**src/rtl/shift_arbiter.sv**
```systemverilog
// Round-robin arbiter that shares one dual-channel right shifter among four requesters.
// Operands are latched at grant; results return on shared registers with a per-requester Ack pulse.
module shift_arbiter #(
  parameter int BW      = 15,
  parameter int NREQ    = 4,
  parameter int TIMEOUT = 63
) (
  input  logic                 Clock,
  input  logic                 Reset,
  input  logic [NREQ-1:0]      Req,
  input  logic [NREQ*BW-1:0]   In1Bus,
  input  logic [NREQ*BW-1:0]   In2Bus,
  input  logic [NREQ*4-1:0]    AmtBus,
  output logic [NREQ-1:0]      Gnt,
  output logic [NREQ-1:0]      Ack,
  output logic [BW-1:0]        Out1,
  output logic [BW-1:0]        Out2,
  output logic                 Err,
  output logic                 SH_Start,
  output logic [BW-1:0]        SH_IN1,
  output logic [BW-1:0]        SH_IN2,
  output logic [4:0]           SH_Amount,
  input  logic [BW-1:0]        SH_OUT1,
  input  logic [BW-1:0]        SH_OUT2,
  input  logic                 SH_End,
  input  logic                 SH_Busy
);

  typedef enum logic [1:0] {
    IDLE = 2'd0,
    WAIT = 2'd1,
    DONE = 2'd2
  } state_t;

  state_t      state;
  state_t      state_next;
  logic [1:0]  ptr;
  logic [7:0]  wd_cnt;
  logic        pick_valid;
  logic [1:0]  pick_idx;
  logic        grant_fire;
  logic        end_fire;
  logic        timeout_fire;

  // Search order is ptr+1, ptr+2, ptr+3, ptr; walking it backwards lets the
  // highest-priority candidate overwrite the others.
  function automatic logic [2:0] rr_pick(input logic [3:0] req, input logic [1:0] p);
    logic [1:0] idx;
    logic [2:0] r;
    r = 3'b000;
    for (int k = 4; k >= 1; k--) begin
      idx = p + 2'(k);
      if (req[idx]) r = {1'b1, idx};
    end
    return r;
  endfunction

  always_comb begin
    {pick_valid, pick_idx} = rr_pick(Req, ptr);
  end

  // State register.
  // NOTE: sequential state uses non-blocking assignments so every flop samples
  // pre-edge values regardless of process ordering.
  always_ff @(posedge Clock or posedge Reset) begin
    if (Reset) state <= IDLE;
    else       state <= state_next;
  end

  // Next-state logic.
  // NOTE: the default assignment up front keeps this block free of inferred latches.
  always_comb begin
    state_next = state;
    unique case (state)
      IDLE:    if (grant_fire)              state_next = WAIT;
      WAIT:    if (end_fire || timeout_fire) state_next = DONE;
      DONE:                                  state_next = IDLE;
      default:                               state_next = IDLE;
    endcase
  end

  // Control strobes decoded from state; a stray End outside WAIT is ignored here.
  always_comb begin
    grant_fire   = (state == IDLE) && pick_valid;
    end_fire     = (state == WAIT) && SH_End;
    timeout_fire = (state == WAIT) && !SH_End && (wd_cnt == 8'(TIMEOUT - 1));
  end

  // Datapath and registered outputs.
  // NOTE: every register here, including the operand and result registers, is
  // reset so that all outputs read zero straight out of reset.
  always_ff @(posedge Clock or posedge Reset) begin
    if (Reset) begin
      Gnt       <= '0;
      Ack       <= '0;
      Out1      <= '0;
      Out2      <= '0;
      Err       <= 1'b0;
      SH_Start  <= 1'b0;
      SH_IN1    <= '0;
      SH_IN2    <= '0;
      SH_Amount <= '0;
      ptr       <= 2'd3;
      wd_cnt    <= '0;
    end else begin
      SH_Start <= grant_fire;
      Ack      <= '0;

      if (grant_fire) begin
        Gnt       <= NREQ'(1) << pick_idx;
        SH_IN1    <= In1Bus[int'(pick_idx)*BW +: BW];
        SH_IN2    <= In2Bus[int'(pick_idx)*BW +: BW];
        SH_Amount <= {1'b0, AmtBus[int'(pick_idx)*4 +: 4]};
        wd_cnt    <= '0;
        ptr       <= pick_idx;
      end

      if (state == WAIT) wd_cnt <= wd_cnt + 8'd1;

      if (end_fire) begin
        Out1 <= SH_OUT1;
        Out2 <= SH_OUT2;
        Ack  <= Gnt;
        Gnt  <= '0;
      end

      // Abort keeps the previous results; Err is sticky until Reset.
      if (timeout_fire) begin
        Err <= 1'b1;
        Ack <= Gnt;
        Gnt <= '0;
      end
    end
  end

  // Shifter Busy is only monitored: it must be high for the whole WAIT after Start.
  a_busy_in_wait: assert property (@(posedge Clock) disable iff (Reset)
    (state == WAIT && !SH_Start) |-> SH_Busy);

  a_gnt_onehot: assert property (@(posedge Clock) disable iff (Reset)
    $onehot0(Gnt));

  a_start_pulse: assert property (@(posedge Clock) disable iff (Reset)
    SH_Start |=> !SH_Start);

endmodule

```
**config.mk**
```make
export PLATFORM = sky130hd
export DESIGN_NAME = shift_arbiter
export DESIGN_NICKNAME = d
export VERILOG_FILES = /design/src/rtl/shift_arbiter.sv
export SDC_FILE = /design/constraint.sdc
export NUM_CORES = 1
export LEC_CHECK = 0
export ABC_AREA = 1
export CORE_MARGIN = 2
export CORE_UTILIZATION = 41
export CTS_CLUSTER_SIZE = 8
export DETAILED_ROUTE_END_ITERATION = 8
export PLACE_DENSITY = 0.78
export SLEW_MARGIN = 25
export SYNTH_ARGS = -nofsm -noshare
export SYNTH_HDL_FRONTEND = slang
export SYNTH_SLANG_ARGS = --single-unit
```
**constraint.sdc**
```tcl
create_clock -name Clock -period 3.8 [get_ports Clock]
set_input_delay 0.76 -clock Clock [delete_from_list [all_inputs] [get_ports Clock]]
set_output_delay 0.76 -clock Clock [all_outputs]
set_load 0.1 [all_outputs]
```
---- Yosys cells after proc, flatten, opt, wreduce, memory -nomap -nowiden ----
Cells that the tools add are included.
word-level totals
  register bits after elaboration ......... 86
  bits in latches ......................... 0
  bits in writable memories ............... 0
  memory bits (read-only) ................. 0
  bits of input ports ..................... 174
  output and inout bits ................... 75
  logic and storage cells ................. 61
  memories kept ........................... 0
cells by class
  $add $sub $neg .......................... 4
  multiply operators ...................... 1
  divide/modulo/power cells ............... 0
  magnitude comparators ................... 4
  equal/unequal tests ..................... 4
  shift-type cells ........................ 4
  muxes and demuxes ....................... 22
  bitwise gates (word level) .............. 0
  reductions and logical operators ........ 10
operators with widths
  operator               count
  $shiftx A60 B32 Y15    1
  $shiftx A60 B7 Y15     1
  $mux W4                5
  $mux W8                2
  $shiftx A16 B5 Y4      1
  $lt A2 B3 Y1 const B   4
  $mux W3                4
  $add A8 B1 Y8 const B  1
  $bmux W1 S2            4
  $eq A8 B6 Y1 const B   1
  $mul A2 B4 Y6 const B  1
  $add A2 B2 Y2 const B  2
  $logic_and A1 B1 Y1    4
  $mux W1                4
  $mux W2                2
  $ne A2 B2 Y1 const B   2
  $pmux W2 S2            1
  $shl A1 B2 Y4 const A  1
  $reduce_bool A3 Y1     1
  $add A2 B1 Y2 const B  1
  $eq A2 B1 Y1 const B   1
  $logic_not A2 Y1       1
  $reduce_and A2 Y1      1
  $reduce_bool A2 Y1     1
  other kinds (2)        2

---- Logic depth before layout (Yosys ltp) ----
  depth after elaboration ................. 10
  mapped depth ............................ 15
  gate-level depth less buffers ........... 14

---- Least setup slack after synthesis ----
OpenSTA, ideal clock, no wires.
  path kind ............................... in2reg
  start ................................... in Req[3]
  end ..................................... reg SH_IN1[2]
  setup time .............................. 0.120 ns
  arrival ................................. 1.823 ns
  required time ........................... 3.680 ns
  path slack .............................. 1.857 ns
  stages on the path ...................... 12
  buffers on the path ..................... 1
  cells stage by stage .................... inv_1 o21ai_2 nand2_1 nand2_1 nand2_1 nand3_2 clkbuf_1 nand3_1 nand3_1 nand2_1 nand2_1 nand2_1
on the way
  cells in the longest elaborated chain, start to end .. 8
  elaborated cells on any way between the ends .. 15
  classes of those cells .................. 1 x mul; 1 x shift; 12 x mux; 1 x reduce/logical
ends and longest elaborated chain
  what                           line  source
  start: declaration             10    input logic [NREQ-1:0] Req,
  $bmux W1 S2                    53    if (req[idx]) r = {1'b1, idx};
  $mux W1 (implied by the code)  53
  $mux W3 (3 in a row)           53
  $mux W3 *                      53
  $mul A2 B4 Y6                  111   SH_IN1 <= In1Bus[int'(pick_idx)*BW +: BW];
  $shiftx A60 B32 Y15            111
  end signal: assignment         111
  end: declaration               20    output logic [BW-1:0] SH_IN1,
Mark *: on every way between the ends. The rest lies on a longest branch, timed or not. The select of a mux whose other input is x is not followed.
A chain may end at the register's enable or synchronous reset.

---- Worst setup path after layout ----
  start ................................... in Req[3]
  end ..................................... reg SH_Amount[1]
on the way
  cells in the longest elaborated chain, start to end .. 7
  elaborated cells on any way between the ends .. 14
  classes of those cells .................. 1 x shift; 12 x mux; 1 x reduce/logical
ends and longest elaborated chain
  what                                                             line     source
  $bmux W1 S2                                                      53
  $mux W1 (implied by the code)                                    53
  $mux W3 (3 in a row)                                             53
  $mux W3 *                                                        53
  $shiftx A16 B5 Y4 / $logic_and A1 B1 Y1 (equally long branches)  113, 84
  end signal: assignment                                           113      SH_Amount <= {1'b0, AmtBus[int'(pick_idx)*4 +: 4]};
  end: declaration                                                 22       output logic [4:0] SH_Amount,
Marked as above.

==> flow_summary.json <==
{
  "post_synth_main_area_contributors": "dfrtp_1 (41%), nand2_1 (17%), nand3_1 (13%)",
  "drtIter0Drc": 249,
  "mappedNetlistArea_um2": 5150,
  "chipHeight_um": 116,
  "critPathArrivalTime_ns": 2.99,
  "finalHoldViolations": 0,
  "n_antenna_cell": 0,
  "track_usage_pct": 23.1,
  "start_kind": "input port",
  "path_clk_slew_ns": 0.06,
  "setup_violations": 0,
  "wire_per_inst_um": 13.6,
  "drtAntennaViolNets": 0,
  "avgSynthCellArea_um2": 7.05,
  "routed_via_density": 4.65,
  "fmax_mhz": 361,
  "grt_max_degree": 60,
  "path_max_fanout": 27,
  "cts_setup_buffers": 0,
  "first_pass_iters": 5,
  "synth_seq_area_share_pct": 41.8,
  "die_w_um": 116,
  "ys_seq_elements": 86,
  "start_util_pct": 42.5,
  "final_util_pct": 66.3,
  "max-cap-violations": 0,
  "grt_pass1_wl_um": 24200,
  "path_cells": "clkdlybuf4s50_1 > inv_1 > o21ai_2 > nand2_1 > nand2_1 > nand2_1 > nand2_1 > nand2_2 > nand2_2 > buf_4 > nand2_1 > nand3_1 > nand2_1 > nand2_1 > nand2_1",
  "insertion_delay_ns": 0.34,
  "synth-warning-count": 0,
  "synth_edf_count": 0,
  "yosys.area.top_type_share_pct": 40.8,
  "critPathKind": "in -> reg",
  "critical_path.most_common_cell": "nand2_1",
  "port_buffers": 246,
  "place_congestion": 0.838,
  "h-tree-depth": 3,
  "synth_nets": 906,
  "fp.coreArea_um2": 12100,
  "vias": 5269,
  "syn_inst": 730,
  "relSlewSlack_pct": 29.2,
  "dp_hpwl_um": 11200,
  "worstMarginPinSlew_ns": 1.06,
  "ctsHoldBuffers": 0,
  "layout-area-overhead-vs-synth_pct": 56.0,
  "antenna_found_initial": 0,
  "tns_ns": 0,
  "cts_inserted_buffers": 9,
  "fin_nets": 1135,
  "die_area_um2": 13500,
  "end_kind": "flip-flop",
  "synth.most_common_cell": "nand2_1",
  "synth_top_area_cell": "dfrtp_1",
  "critPathSlowestCell": "nand2_2",
  "gr-total-overflow": 0,
  "cts_root_buffer": "clkbuf_16",
  "cts.path.max_buffers": 2,
  "rsz0062_at_grt": "no",
  "period_minus_slack_ns": 2.77,
  "grt_pass1_vias": 4995,
  "maxSlewViolCount": 0,
  "synth_ff_type": "dfrtp_1",
  "hp-class": "reg -> reg",
  "status": "finished clean",
  "tritoncts": "built",
  "cts_resized": 0,
  "finalWirelength_um": 15300,
  "worstPathRequired_ns": 4.02,
  "fin_crit_sh_pct": 72.9,
  "drive_above_1_share_pct": 7.26,
  "num_rows": 40,
  "async_flop_share_pct": 100,
  "yosys.cell_types.count": 28,
  "drc_errors": 0,
  "ioPinCount": 249,
  "synth_common_cells": "nand2_1 (234), inv_1 (146), nand3_1 (133)",
  "critPathMaxStageDelay_ns": 0.48,
  "fin_worst_skew_ns": 0.0114,
  "cts_sinks": 86
}
cell type report:
cell class                      instances  area [µm²]
Multi-Input combinational cell        456        2220
Tap cell                              168         210
Clock buffer                            9         225
Inverter                              150         566
Sequential cell                        86        2150
Timing Repair Buffer                  256        2550
Fill cell                            1081        4080
Clock inverter                          7         104
logic make-up (layout without fill, tap and decap cells):
kind of cell / count (synthesis) / in the layout / synth area share [%]
compound gates: 26 / 26 / 3.04
xor+xnor: 1 / 1 / 0.170
fa+ha+maj: 2 / 2 / 0.486
buf+inv: 188 / 422 / 15.0
flops: 86 / 86 / 41.8
mux: 30 / 30 / 6.56
other cells: 1 / 1 / 0.0728
simple gates: 396 / 396 / 32.8
through the flow:
stage	cell area [µm²]	cells	hold WS [ns]	setup slack [ns]
after floorplan	5150	730	0.459	0.821
after global placement	7700	1116	0.445	0.701
after detailed placement	7700	1116	0.459	0.682
after CTS	8030	1132	0.474	1.03
after global routing	8030	1132	0.498	0.812
final	8030	1132	0.476	1.03
worst max-delay path: cells and delay by family:
kind	cells	cell delay (ns)
AO/OA/AOI/OAI	1	0.14
buffers and inverters	3	0.88
AND/OR/NAND/NOR	11	1.18
path summary, 6_finish.rpt:
path	startpoint	endpoint	slack (ns)	cells after the start
hold / removal	Err	Err	0.48	2
setup reg to reg	ptr[0]	SH_Amount[1]	1.24	14
max in group asynchronous	Reset	SH_IN2[8]	2.21	3
hold reg to reg	Err	Err	0.48	2
min in group asynchronous	Reset	Out2[5]	0.82	2
setup / recovery	Req[3]	SH_Amount[1]	1.03	15
routing by layer:
metal / vias to the layer above / track usage (%) / wire length, µm
li1: 2693 / - / -
met1: 2346 / 28.7 / 6350
met5: - / 0 / 0
met3: 27 / 6.22 / 1270
met4: 0 / 7.94 / 344
met2: 203 / 39.1 / 7370
flip-flops by register name, summed over array words and instances (netlist names):
signal and flops:
Ack 4, Err 1, Gnt 4, Out1 15
Out2 15, SH_Amount 4, SH_IN1 15, SH_IN2 15
SH_Start 1, ptr 2, state 2, wd_cnt 8
cell usage in the layout, fill, tap and decap left out, drive strengths merged:
cell,count
a21oi,4
buf,10
bufinv,2
clkbuf,9
clkdlybuf4s50,246
clkinvlp,2
conb,1
dfrtp,84
dfstp,2
ha,2
inv,153
mux2,30
nand2,238
nand3,134
nand4,1
nor2,15
nor3,3
o211ai,5
o21ai,10
o22ai,6
o31ai,1
or2,5
xnor2,1
Power is left out: the tool's default activity adds up to more than one toggle a clock period on the data nets, which glitch-free logic cannot reach.
